$ cat src/rtl/bp_be_issue_scoreboard.sv
// Issue-side RAW/WAW hazard scoreboard: per-register latency countdowns plus sticky long-op busy bits.
// Optional stall-cycle counter on stall_cnt_o when BP_BE_SCOREBOARD_PERF_EN is defined.
module bp_be_issue_scoreboard #(
  parameter int unsigned mem_latency_p    = 3,
  parameter int unsigned mul_latency_p    = 4,
  parameter int unsigned reg_addr_width_p = 5
) (
  input  logic                        clk_i,
  input  logic                        reset_n_i,
  input  logic                        issue_v_i,
  output logic                        issue_ready_o,
  input  logic                        rs1_v_i,
  input  logic                        rs2_v_i,
  input  logic [reg_addr_width_p-1:0] rs1_addr_i,
  input  logic [reg_addr_width_p-1:0] rs2_addr_i,
  input  logic                        rd_v_i,
  input  logic [reg_addr_width_p-1:0] rd_addr_i,
  input  logic [1:0]                  lat_class_i,
  output logic                        issue_v_o,
  input  logic                        issue_ready_i,
  input  logic                        long_wb_v_i,
  input  logic [reg_addr_width_p-1:0] long_wb_addr_i,
  input  logic                        flush_i,
`ifdef BP_BE_SCOREBOARD_PERF_EN
  output logic [31:0]                 stall_cnt_o,
`endif
  output logic                        busy_o
);

  localparam int unsigned max_lat_lp   = (mem_latency_p > mul_latency_p) ? mem_latency_p : mul_latency_p;
  localparam int unsigned cnt_width_lp = $clog2(max_lat_lp + 1);
  localparam int unsigned num_regs_lp  = 1 << reg_addr_width_p;

  localparam logic [1:0] class_int_lp  = 2'd0;
  localparam logic [1:0] class_mem_lp  = 2'd1;
  localparam logic [1:0] class_mul_lp  = 2'd2;
  localparam logic [1:0] class_long_lp = 2'd3;

  logic [num_regs_lp-1:0][cnt_width_lp-1:0] cnt_q, cnt_d;
  logic [num_regs_lp-1:0]                   lbusy_q, lbusy_d;
  logic [num_regs_lp-1:0]                   pend_c;
  logic                                     busy_q, busy_d;
  logic                                     raw_c, waw_c, hazard_c, fire_c;

  // Current pending view; entry 0 is held at zero so x0 never hazards.
  always_comb begin
    pend_c = '0;
    for (int unsigned r = 1; r < num_regs_lp; r++) begin
      pend_c[reg_addr_width_p'(r)] = (cnt_q[reg_addr_width_p'(r)] != '0) | lbusy_q[reg_addr_width_p'(r)];
    end
  end

  always_comb begin
    raw_c         = (rs1_v_i & pend_c[rs1_addr_i]) | (rs2_v_i & pend_c[rs2_addr_i]);
    waw_c         = rd_v_i & lbusy_q[rd_addr_i];
    hazard_c      = raw_c | waw_c;
    issue_v_o     = reset_n_i & issue_v_i & ~hazard_c & ~flush_i;
    issue_ready_o = reset_n_i & issue_ready_i & ~hazard_c & ~flush_i;
    fire_c        = issue_v_o & issue_ready_i;
  end

  // Next-state: flush > issue set > countdown; writeback clear loses to a same-cycle long set.
  always_comb begin
    cnt_d   = cnt_q;
    lbusy_d = lbusy_q;
    busy_d  = 1'b0;
    if (flush_i) begin
      cnt_d   = '0;
      lbusy_d = '0;
    end else begin
      for (int unsigned r = 0; r < num_regs_lp; r++) begin
        if (cnt_q[reg_addr_width_p'(r)] != '0) begin
          cnt_d[reg_addr_width_p'(r)] = cnt_q[reg_addr_width_p'(r)] - cnt_width_lp'(1);
        end
      end
      if (long_wb_v_i) begin
        lbusy_d[long_wb_addr_i] = 1'b0;
      end
      if (fire_c && rd_v_i && (rd_addr_i != '0)) begin
        case (lat_class_i)
          class_mem_lp:  cnt_d[rd_addr_i]   = cnt_width_lp'(mem_latency_p);
          class_mul_lp:  cnt_d[rd_addr_i]   = cnt_width_lp'(mul_latency_p);
          class_long_lp: lbusy_d[rd_addr_i] = 1'b1;
          class_int_lp:  ;
          default:       ;
        endcase
      end
    end
    cnt_d[0]   = '0;
    lbusy_d[0] = 1'b0;
    for (int unsigned r = 0; r < num_regs_lp; r++) begin
      busy_d = busy_d | (cnt_d[reg_addr_width_p'(r)] != '0) | lbusy_d[reg_addr_width_p'(r)];
    end
  end

  always_ff @(posedge clk_i or negedge reset_n_i) begin
    if (!reset_n_i) begin
      cnt_q   <= '0;
      lbusy_q <= '0;
      busy_q  <= 1'b0;
    end else begin
      cnt_q   <= cnt_d;
      lbusy_q <= lbusy_d;
      busy_q  <= busy_d;
    end
  end

  assign busy_o = busy_q;

`ifdef BP_BE_SCOREBOARD_PERF_EN
  logic [31:0] stall_cnt_q, stall_cnt_d;

  // Saturating count of cycles where both sides are ready but a hazard holds the packet.
  always_comb begin
    stall_cnt_d = stall_cnt_q;
    if (issue_v_i && issue_ready_i && hazard_c && (stall_cnt_q != '1)) begin
      stall_cnt_d = stall_cnt_q + 32'd1;
    end
  end

  always_ff @(posedge clk_i or negedge reset_n_i) begin
    if (!reset_n_i) begin
      stall_cnt_q <= '0;
    end else begin
      stall_cnt_q <= stall_cnt_d;
    end
  end

  assign stall_cnt_o = stall_cnt_q;
`endif

endmodule

$ cat config.mk
export PLATFORM = sky130hd
export DESIGN_NAME = bp_be_issue_scoreboard
export DESIGN_NICKNAME = d
export VERILOG_FILES = /design/src/rtl/bp_be_issue_scoreboard.sv
export SDC_FILE = /design/constraint.sdc
export NUM_CORES = 1
export LEC_CHECK = 0
export ABC_AREA = 1
export ABC_CLOCK_PERIOD_IN_PS = 4700
export BUFFER_PORTS_ARGS = -buffer_cell sky130_fd_sc_hd__buf_2
export CORE_ASPECT_RATIO = 0.9
export CORE_MARGIN = 4
export CORE_UTILIZATION = 65
export CTS_CLUSTER_DIAMETER = 80
export DETAILED_ROUTE_END_ITERATION = 12
export HOLD_SLACK_MARGIN = 0.05
export PLACE_DENSITY = 0.83
export SLEW_MARGIN = 20
export SYNTH_ARGS = -nofsm -noshare
export SYNTH_HDL_FRONTEND = slang
export SYNTH_SLANG_ARGS = --single-unit
$ cat constraint.sdc
create_clock -name clk_i -period 4.7 [get_ports clk_i]
set_input_delay 0.705 -clock clk_i [delete_from_list [all_inputs] [get_ports clk_i]]
set_output_delay 0.705 -clock clk_i [all_outputs]
set_load 0.05 [all_outputs]
==> results of run 1 <==
[metal layers]
metal,GRT usage,share of wire,vias up
li1,-,-,5654
met1,0.5280,0.39,5364
met2,0.5947,0.43,832
met3,0.08972,0.12,146
met4,0.1936,0.050,0
met5,0,0,-
[per-stage QoR]
step                      power [uW]    util
final                           7611  0.7119
after global routing            8302  0.7119
after CTS                       7501  0.7119
after detailed placement        6078  0.6758
after global placement          5953  0.6758
after floorplan                 4912       -
[layout by cell type (no fill, tap or decap), drive strengths merged, types with 10 or more instances in the layout]
master / count
a21oi: 119
inv: 370
o21ai: 132
o22ai: 10
dfrtp: 125
nand2: 465
nor2: 158
clkbuf: 23
nand3: 209
xor2: 37
nand3b: 10
ha: 65
nand4: 22
buf: 51
[registers in the layout, summed over array words and instances (netlist names)]
| signal | cells |
|---|---|
| cnt_q | 93 |
| busy_o | 1 |
| lbusy_q | 31 |
[how the worst min path moves through the flow]
stage | end | start
6_report | cnt_q[25] | reset_n_i
5_1_grt | cnt_q[26] | reset_n_i
4_1_cts | cnt_q[26] | reset_n_i
3_5_place_dp | lbusy_q[3] | lbusy_q[3]
3_3_place_gp | lbusy_q[25] | lbusy_q[25]
2_1_floorplan | busy_o | reset_n_i
[area by class of cell]
type	count	area [um^2]
Fill cell	1465	4851
Tap cell	211	264.0
Sequential cell	125	3128
Clock inverter	9	108.9
Clock buffer	23	498.0
Inverter	373	1401
Multi-Input combinational cell	1250	6252
Timing Repair Buffer	51	331.6
[cell usage after synthesis, drive strengths merged]
master	number
xor2	37
nor3	9
a21oi	119
dfrtp	125
o22ai	10
o21bai	1
a21o	4
nand3	209
o21a	1
nor2	158
o211ai	1
o21ai	132
ha	65
inv	371
nand4	22
nand2	465
clkbuf	22
buf	47
a211oi	1
nand3b	10
clkinv	2
or2	6
[where the power goes]
group | switching, uW | leakage [uW] | total (uW) | internal, uW
Sequential | 200 | 0.00166 | 1630 | 1430
Clock | 521 | 0.000287 | 1370 | 849
Combinational | 3080 | 0.00505 | 4610 | 1530
[cells by family (layout without fill, tap and decap cells)]
family / after synthesis / count (layout)
xor+xnor: 37 / 37
buf+inv: 442 / 456
simple gates: 879 / 879
fa+ha+maj: 65 / 65
compound gates: 269 / 269
flops: 125 / 125
[worst register-to-register path: stages (launching register included)]
cell and delay [ns]:
dfrtp_1 0.39, inv_1 0.09, ha_1 0.15, inv_1 0.05, nor2_1 0.50, nand2_1 0.26, nand2_1 0.12, nand3_1 0.07
nand2_1 0.08, nand2_1 0.05, nand3_1 0.09, nand3_1 0.09, nand3_1 0.11, nand2_1 0.08, nor2_2 0.13, nand3_2 0.12
nor2_4 0.33, buf_4 0.36, nand2_1 0.12, nand3_1 0.11, nand2_1 0.07, nor2_1 0.11, nand2_1 0.12, nor2_1 0.16
nand2_1 0.08, nor2_1 0.14, nand2_1 0.08
==> impl_metrics.env, run 1 <==
export IMPL_drv_slew=0
export IMPL_worst_path_max_delay_cell="nor2_1"
export IMPL_hold_class="input pin to async pin"
export IMPL_ys_warn_count=0
export IMPL_synth_simple_area_share=0.3351
export IMPL_dp_hpwl_um=27100
export IMPL_clk_path_buf_depth=2
export IMPL_r2r_end="busy_o"
export IMPL_syn_inst=1817
export IMPL_ys_seq_area_frac=0.2810
export IMPL_ys_ff_latch=125
export IMPL_grt_max_degree=87
export IMPL_drive_gt1_frac=0.05844
export IMPL_clk_pin_slew_ns=0.06
export IMPL_synth_compound_area_frac=0.1239
export IMPL_synth_xor_area_frac=0.02911
export IMPL_cts_hold_buf=0
export IMPL_hold_violations=0
export IMPL_dp_cells=2010
export IMPL_layoutNonFillerInstCount=2042
export IMPL_cp_arrival_ns=3.60
export IMPL_cts_inserted_buffers=17
export IMPL_synth_area_leaders="dfrtp_1 (28%), nand2_1 (16%), inv_1 (12%), nand3_1 (9.3%), ha_1 (7.3%)"
export IMPL_cts_resized=0
export IMPL_via_per_inst=5.875
export IMPL_cp_depth=16
export IMPL_std_cell_rows=45
export IMPL_diodes=0
export IMPL_syn_area_per_cell_um2=6.126
export IMPL_layout_nets=1914
export IMPL_worst_slack_ns=0.3903
export IMPL_rsz0062_at_grt="no"
export IMPL_cp_slowest_stage_delay_ns=0.50
export IMPL_die_y_um=132.1
export IMPL_synth_top_area_share=0.2810
export IMPL_dr_pass1_iters=6
export IMPL_fin_crit_ns=4.310
export IMPL_track_usage=0.3915
export IMPL_cp_top_family="simple AND/OR/NAND/NOR gates"
export IMPL_fin_crit_sh=0.9169
export IMPL_drt_iter0_drc=1620
export IMPL_ioPinCount=34
export IMPL_power_density_mw_per_mm2=635.1
export IMPL_wire_per_inst_um=18.68
export IMPL_antenna_found_initial=0
export IMPL_path_cells="inv_1 -> ha_1 -> inv_1 -> nor2_1 -> nand2_1 -> nand2_1 -> nand3_1 -> nand2_1 -> nand2_1 -> nand3_1 -> nand3_1 -> nand3_1 -> nand3_2 -> nor2_4 -> buf_4 -> buf_2"
export IMPL_worst_pin_slew_ns=1.001
export IMPL_clock_fmax_ghz=0.2320
export IMPL_num_vias=11996
export IMPL_synth_distinct_cells=32
export IMPL_cts_root_buf="clkbuf_16"
export IMPL_post_place_ws_ns=0.6552
export IMPL_reg2reg_depth=26
export IMPL_start_util=0.6612
export IMPL_clock_sinks=125
export IMPL_syn_num_nets=1913
export IMPL_cp_end_kind="primary output"
export IMPL_endpoint="issue_v_o"
export IMPL_dieArea_mm2=0.01928
export IMPL_synth_top_cell_by_area="dfrtp_1"
export IMPL_path_buf_inv=4
export IMPL_skew_ns=0.01250
export IMPL_required_ns=3.99
export IMPL_finalSetupViolCount=0
export IMPL_io_buffers=33
export IMPL_drv_cap=0
export IMPL_cts_tree="yes"
export IMPL_postRouteAntennaNets=0
export IMPL_worstSetupPathType="flop to primary output"
export IMPL_grt_pass1_vias=10961
export IMPL_grt_pass1_wl_um=59510
export IMPL_h_tree_depth=4
export IMPL_syn_to_final_growth_pct=7.666
export IMPL_power_leakage_uw=0.007001
export IMPL_synth_top_family_by_area="simple AND/OR/NAND/NOR gates"
export IMPL_crit_fanout=43
export IMPL_syn_area_mm2=0.01113
export IMPL_grt_overflow=0
export IMPL_cts_setup_buffers=0
export IMPL_muxShareOfSynthArea=0
export IMPL_r2r_start="cnt_q[63]"
export IMPL_dieWidth_um=145.9
export IMPL_timing_slew_headroom=0.3325
export IMPL_finalSetupTns_ns=0
export IMPL_clock_latency_ns=0.44
export IMPL_synth_adder_area_share=0.07307
export IMPL_core_area_mm2=0.01683
export IMPL_crit_start="cnt_q[63]"
export IMPL_finish_instance_area_mm2=0.01198
export IMPL_status="finished clean"
export IMPL_startpoint_type="flop"
export IMPL_drt_total_wl_um=38140
export IMPL_ir_worst_vdd_mv=0.4204
export IMPL_place_area_mm2=0.01138
export IMPL_reg2reg_setup_slack_ns=0.55
export IMPL_holdWs_ns=0.4927
export IMPL_gp_congestion=1.016
export IMPL_drc=0
(Power assumes the default switching activity.)
==> inputs of run 2 (changes only) <==
--- a/config.mk
+++ b/config.mk
@@ -6,15 +6,15 @@
 export NUM_CORES = 1
 export LEC_CHECK = 0
 export ABC_AREA = 1
-export ABC_CLOCK_PERIOD_IN_PS = 4700
+export ABC_CLOCK_PERIOD_IN_PS = 3900
 export BUFFER_PORTS_ARGS = -buffer_cell sky130_fd_sc_hd__buf_2
 export CORE_ASPECT_RATIO = 0.9
-export CORE_MARGIN = 4
-export CORE_UTILIZATION = 65
+export CORE_MARGIN = 2
+export CORE_UTILIZATION = 58
 export CTS_CLUSTER_DIAMETER = 80
 export DETAILED_ROUTE_END_ITERATION = 12
 export HOLD_SLACK_MARGIN = 0.05
-export PLACE_DENSITY = 0.83
+export PLACE_DENSITY = 0.78
 export SLEW_MARGIN = 20
 export SYNTH_ARGS = -nofsm -noshare
 export SYNTH_HDL_FRONTEND = slang
==> constraint.sdc (replaced) <==
create_clock -name clk_i -period 3.9 [get_ports clk_i]
set_input_delay 0.585 -clock clk_i [delete_from_list [all_inputs] [get_ports clk_i]]
set_output_delay 0.585 -clock clk_i [all_outputs]
set_load 0.05 [all_outputs]
==> run 2 against run 1 <==
Core utilization decreased by 6.6 points. Largest power group unchanged. Non-clock buffer count rose by 20. Highest routed layer unchanged. Sequential cell count unchanged. Critical path type unchanged. Worst setup slack got worse by 0.17 ns. Critical endpoint unchanged. Die area is 5.4% higher. First-iteration DRC count fell by 7.4%. Critical path depth up 1.
==> impl_metrics.env, run 2 (synthesized netlist as in run 1, its figures left out) <==
export IMPL_io_buffers=33
export IMPL_top_register="cnt_q"
export IMPL_drv_slew=0
export IMPL_grt_pass1_vias=10855
export IMPL_crit_fanout=27
export IMPL_timing_slew_headroom=0.3759
export IMPL_skew_ns=0.009600
export IMPL_h_tree_depth=4
export IMPL_cp_arrival_ns=3.09
export IMPL_drt_total_wl_um=38370
export IMPL_finalSetupViolCount=0
export IMPL_cts_hold_buf=0
export IMPL_power_leakage_uw=0.007115
export IMPL_gp_congestion=1.018
export IMPL_via_per_inst=5.683
export IMPL_clk_pin_slew_ns=0.06
export IMPL_antenna_found_initial=0
export IMPL_core_area_mm2=0.01898
export IMPL_clk_path_buf_depth=2
export IMPL_finalSetupTns_ns=0
export IMPL_clock_sinks=125
export IMPL_wire_per_inst_um=18.26
export IMPL_dieArea_mm2=0.02032
export IMPL_start_util=0.5865
export IMPL_grt_max_degree=75
export IMPL_status="finished clean"
export IMPL_power_density_mw_per_mm2=764.7
export IMPL_dp_hpwl_um=27780
export IMPL_place_area_mm2=0.01164
export IMPL_grt_overflow=0
export IMPL_postRouteAntennaNets=0
export IMPL_clock_fmax_ghz=0.2719
export IMPL_clock_latency_ns=0.43
export IMPL_diodes=0
export IMPL_fin_crit_sh=0.9432
export IMPL_ir_worst_vdd_mv=0.5069
export IMPL_layoutNonFillerInstCount=2101
export IMPL_finish_instance_area_mm2=0.01226
export IMPL_cts_tree="yes"
export IMPL_track_usage=0.3828
export IMPL_mostFrequentLayoutCells="nand2_1 (464), inv_1 (364), nand3_1 (206)"
export IMPL_grt_pass1_wl_um=59000
export IMPL_largest_reg_flops=93
export IMPL_rsz0062_at_grt="no"
export IMPL_drc=0
export IMPL_num_vias=11939
export IMPL_layout_nets=1934
export IMPL_cts_inserted_buffers=17
export IMPL_dp_cells=2069
export IMPL_die_y_um=135.4
export IMPL_required_ns=3.31
export IMPL_syn_to_final_growth_pct=10.15
export IMPL_worst_pin_slew_ns=0.9361
export IMPL_drt_iter0_drc=1500
export IMPL_dieWidth_um=150.0
export IMPL_std_cell_rows=48
export IMPL_cts_root_buf="clkbuf_16"
export IMPL_hold_violations=0
export IMPL_fin_crit_ns=3.678
export IMPL_final_common_cell="nand2_1"
export IMPL_worstSetupPathType="flop to primary output"
export IMPL_ioPinCount=34
export IMPL_drv_cap=0
export IMPL_startpoint_type="flop"
export IMPL_drive_gt1_frac=0.07023
export IMPL_hold_class="input pin to async pin"
export IMPL_dr_pass1_iters=6
export IMPL_cp_end_kind="primary output"
export IMPL_cts_setup_buffers=0
==> run 2: changes by cell type in the layout (fill, tap and decap cells not counted), sizes merged <==
cell / delta
bufinv: +1
inv: +2
clkinvlp: +1
buf: +20
clkbuf: -4
==> run 2: timing repair <==
action | in CTS | in global routing
endpoints found under the hold margin | 0 | 0
endpoints found under the setup margin | 0 | 2
resized for setup | 0 | 2
==> run 2: final timing paths <==
check	from	end	slack [ns]	depth (start not counted)
max	cnt_q[63]	issue_v_o	0.22	17
min	reset_n_i	cnt_q[9]	0.35	2
max reg2reg	cnt_q[63]	busy_o	0.30	27
min reg2reg	lbusy_q[3]	lbusy_q[3]	0.57	2
max in group asynchronous	reset_n_i	cnt_q[82]	2.06	3
min in group clk_i	flush_i	lbusy_q[1]	0.57	2
==> run 2: report_power, final <==
group	internal (uW)	switching (uW)	leakage, uW
registers	1720	239	0.00166
clock network	1040	651	0.000288
logic	1970	3760	0.00517
total	4730	4650	0.00711
==> run 2: stage by stage <==
step	hold WS [ns]	setup slack, ns	total power (uW)	utilization
final	0.3476	0.2217	9376	0.6460
after global routing	0.4140	0.02726	10260	0.6460
after CTS	0.3759	0.1996	9283	0.6458
after detailed placement	0.5590	-0.04060	7542	0.6133
after global placement	0.5497	-0.04494	7390	0.6133
after floorplan	0.2894	1.083	5919	-
==> run 2: layout make-up <==
class                   count  area [um^2]
fillers                  1839         6718
clock inverters            13        163.9
inverters                 373         1401
multi-input cells        1250         6257
repair buffers             71        544.3
clock buffers              19        452.9
well taps                 250        312.8
flip-flops and latches    125         3128
==> run 2: critical path, cell delays in order (launching register included) <==
cell	delay, ns
dfrtp_1	0.39
inv_1	0.09
ha_1	0.17
inv_1	0.06
nor2_1	0.17
buf_4	0.16
nand2_1	0.15
nand2_1	0.10
nand3_1	0.06
nand2_1	0.09
nand2_1	0.05
nand3_1	0.07
nand3_1	0.06
nand3_1	0.14
nand3_2	0.19
nor2_4	0.19
buf_12	0.21
buf_2	0.29
==> run 2: per-layer routing <==
metal | wire length, um | global-route usage | vias to the layer above
li1 | - | - | 5711
met1 | 15410 | 0.5216 | 5408
met2 | 16720 | 0.5860 | 689
met3 | 4639 | 0.09596 | 131
met4 | 1600 | 0.1494 | 0
met5 | 0 | 0 | -
==> inputs of run 3 (changes only) <==
--- a/config.mk
+++ b/config.mk
@@ -9,12 +9,12 @@
 export ABC_CLOCK_PERIOD_IN_PS = 3900
 export BUFFER_PORTS_ARGS = -buffer_cell sky130_fd_sc_hd__buf_2
 export CORE_ASPECT_RATIO = 0.9
-export CORE_MARGIN = 2
 export CORE_UTILIZATION = 58
 export CTS_CLUSTER_DIAMETER = 80
 export DETAILED_ROUTE_END_ITERATION = 12
 export HOLD_SLACK_MARGIN = 0.05
 export PLACE_DENSITY = 0.78
+export REMOVE_ABC_BUFFERS = 1
 export SLEW_MARGIN = 20
 export SYNTH_ARGS = -nofsm -noshare
 export SYNTH_HDL_FRONTEND = slang
==> run 3 against run 2 <==
Global-route usage grew 0.45 points. Via count up 0.18%. Total power down 0.73%.
==> impl_metrics.env, run 3 (synthesized netlist as in run 1, its figures left out) <==
export IMPL_wl_met1_um=15280
export IMPL_grt_overflow=0
export IMPL_cp_end_kind="flop"
export IMPL_clock_sinks=125
export IMPL_rsz0062_at_grt="no"
export IMPL_syn_to_final_growth_pct=9.859
export IMPL_dp_hpwl_um=26740
export IMPL_clk_pin_slew_ns=0.06
export IMPL_status="finished clean"
export IMPL_r2r_start="cnt_q[75]"
export IMPL_place_area_mm2=0.01156
export IMPL_ioPinCount=34
export IMPL_drv_cap=0
export IMPL_dieArea_mm2=0.01975
export IMPL_hold_class="input pin to async pin"
export IMPL_grt_pass1_wl_um=58350
export IMPL_worstSetupPathType="flop to flop"
export IMPL_final_common_cell="nand2_1"
export IMPL_timing_slew_headroom=0.4789
export IMPL_topRoutingLayerUsed="met4"
export IMPL_via_per_inst=5.731
export IMPL_path_cells="inv_1 -> ha_1 -> inv_1 -> nor2_1 -> nand2_1 -> nand2_1 -> nand3_1 -> nand2_1 -> nand2_1 -> nand3_1 -> nand3_1 -> nand3_1 -> nand3_2 -> nor3_4 -> buf_12 -> nand2_1 -> nand3_1 -> nand3_1 -> nor2_1 -> nand2_1 -> nor2_1 -> nand2_1 -> nor2_1 -> nand2_1"
export IMPL_reg2reg_setup_slack_ns=0.18
export IMPL_worst_pin_slew_ns=0.7816
export IMPL_die_y_um=133.4
export IMPL_track_usage=0.3873
export IMPL_power_density_mw_per_mm2=761.2
export IMPL_cts_tree="yes"
export IMPL_mostFrequentLayoutCells="nand2_1 (464), inv_1 (364), nand3_1 (206)"
export IMPL_wire_per_inst_um=17.87
export IMPL_wl_met2_um=15930
export IMPL_crit_fanout=33
export IMPL_p_clk_frac=0.188
export IMPL_std_cell_rows=47
export IMPL_fin_crit_ns=3.720
export IMPL_reg2reg_depth=24
export IMPL_r2r_end="busy_o"
export IMPL_cts_root_buf="clkbuf_16"
export IMPL_finalSetupViolCount=0
export IMPL_antenna_found_initial=1
export IMPL_p_seq_frac=0.211
export IMPL_start_util=0.5990
export IMPL_cts_inserted_buffers=17
export IMPL_drt_total_wl_um=37290
export IMPL_hold_violations=0
export IMPL_crit_start="cnt_q[75]"
export IMPL_diodes=0
export IMPL_p_int_uw=4738
export IMPL_combPwrFrac=0.601
export IMPL_cpMostUsedCell="nand2_1"
export IMPL_num_vias=11960
export IMPL_worst_path_max_delay_cell="dfrtp_1"
export IMPL_grt_pass1_vias=10975
export IMPL_cp_slowest_stage_delay_ns=0.39
export IMPL_largest_reg_flops=93
export IMPL_gp_congestion=1.043
export IMPL_fin_crit_sh=0.9539
export IMPL_cp_arrival_ns=4.03
export IMPL_dieWidth_um=148.0
export IMPL_met3_length_um=4362
export IMPL_clk_path_buf_depth=2
export IMPL_startpoint_type="flop"
export IMPL_dp_cells=2055
export IMPL_power_leakage_uw=0.007091
export IMPL_finish_instance_area_mm2=0.01223
export IMPL_top_register="cnt_q"
export IMPL_drv_slew=0
export IMPL_worst_slack_ns=0.1797
export IMPL_postRouteAntennaNets=0
export IMPL_p_switching_uw=4570
export IMPL_clock_latency_ns=0.43
export IMPL_io_buffers=33
export IMPL_ir_worst_vdd_mv=0.4965
export IMPL_drc=0
export IMPL_fillers=1738
export IMPL_core_area_mm2=0.01858
export IMPL_post_place_ws_ns=0.2288
export IMPL_p_sw_frac=0.4909
export IMPL_cts_setup_buffers=0
export IMPL_h_tree_depth=4
export IMPL_drt_iter0_drc=1536
export IMPL_skew_ns=0.01026
export IMPL_layoutNonFillerInstCount=2087
export IMPL_layout_nets=1925
export IMPL_required_ns=4.21
export IMPL_grt_max_degree=127
export IMPL_drive_gt1_frac=0.06949
export IMPL_clock_fmax_ghz=0.2688
export IMPL_dr_pass1_iters=7
-- run 3: changes by cell type in the layout (fill, tap and decap cells not counted), sizes merged --
cell,previous run,this run
buf,71,62
bufinv,3,4
clkinv,6,8
clkinvlp,5,3
inv,372,371
-- run 3: metrics by stage --
| stage | total power [uW] | util | hold WS (ns) | setup TNS [ns] |
|---|---|---|---|---|
| global route | 10130 | 0.6580 | 0.3179 | 0 |
| CTS | 9154 | 0.6568 | 0.3460 | 0 |
| global placement | 7180 | 0.6223 | 0.5580 | 0 |
| finish | 9308 | 0.6580 | 0.2527 | 0 |
| floorplan | 5884 | - | 0.2894 | -4.799 |
| detailed placement | 7349 | 0.6223 | 0.5575 | 0 |
-- run 3: worst max-delay path by stage --
| stage | slack, ns | endpoint |
|---|---|---|
| after global routing | 0.03 | busy_o |
| after floorplan | -0.44 | busy_o |
| after global placement | 0.29 | busy_o |
| after detailed placement | 0.23 | busy_o |
| final | 0.18 | busy_o |
| after CTS | 0.18 | issue_v_o |
-- run 3: final cells by class --
cell class | count | area [um^2] | area share
Tap cell | 245 | 306.5 | 0.02507
Clock buffer | 19 | 452.9 | 0.03704
Inverter | 373 | 1401 | 0.1146
Sequential cell | 125 | 3128 | 0.2558
Clock inverter | 13 | 187.7 | 0.01535
Multi-Input combinational cell | 1250 | 6275 | 0.5131
Timing Repair Buffer | 62 | 476.7 | 0.03898
-- run 3: critical path: cells and delay by family (launching register included) --
kind	cells	cell delay [ns]
and+or+nand+nor	20	2.69
DFF	1	0.39
buffers and inverters	3	0.37
adders and majority gates	1	0.15
-- run 3: power by group through the flow --
stage,registers (uW),clock network [uW],logic [uW]
after CTS,1950,1760,5440
after floorplan,1920,0,3960
after global routing,2010,1810,6300
after global placement,1960,0,5220
after detailed placement,1970,0,5370
final,1970,1750,5590
-- run 3: repair_timing --
action | in CTS | in global routing
resized for setup | 0 | 9
hold buffers | 0 | 0
endpoints found under the setup margin | 0 | 2
-- run 3: per-layer routing --
metal / vias up / global-route usage
met5: - / 0
met2: 704 / 0.5822
li1: 5672 / -
met1: 5448 / 0.5260
met3: 136 / 0.08836
met4: 0 / 0.1856
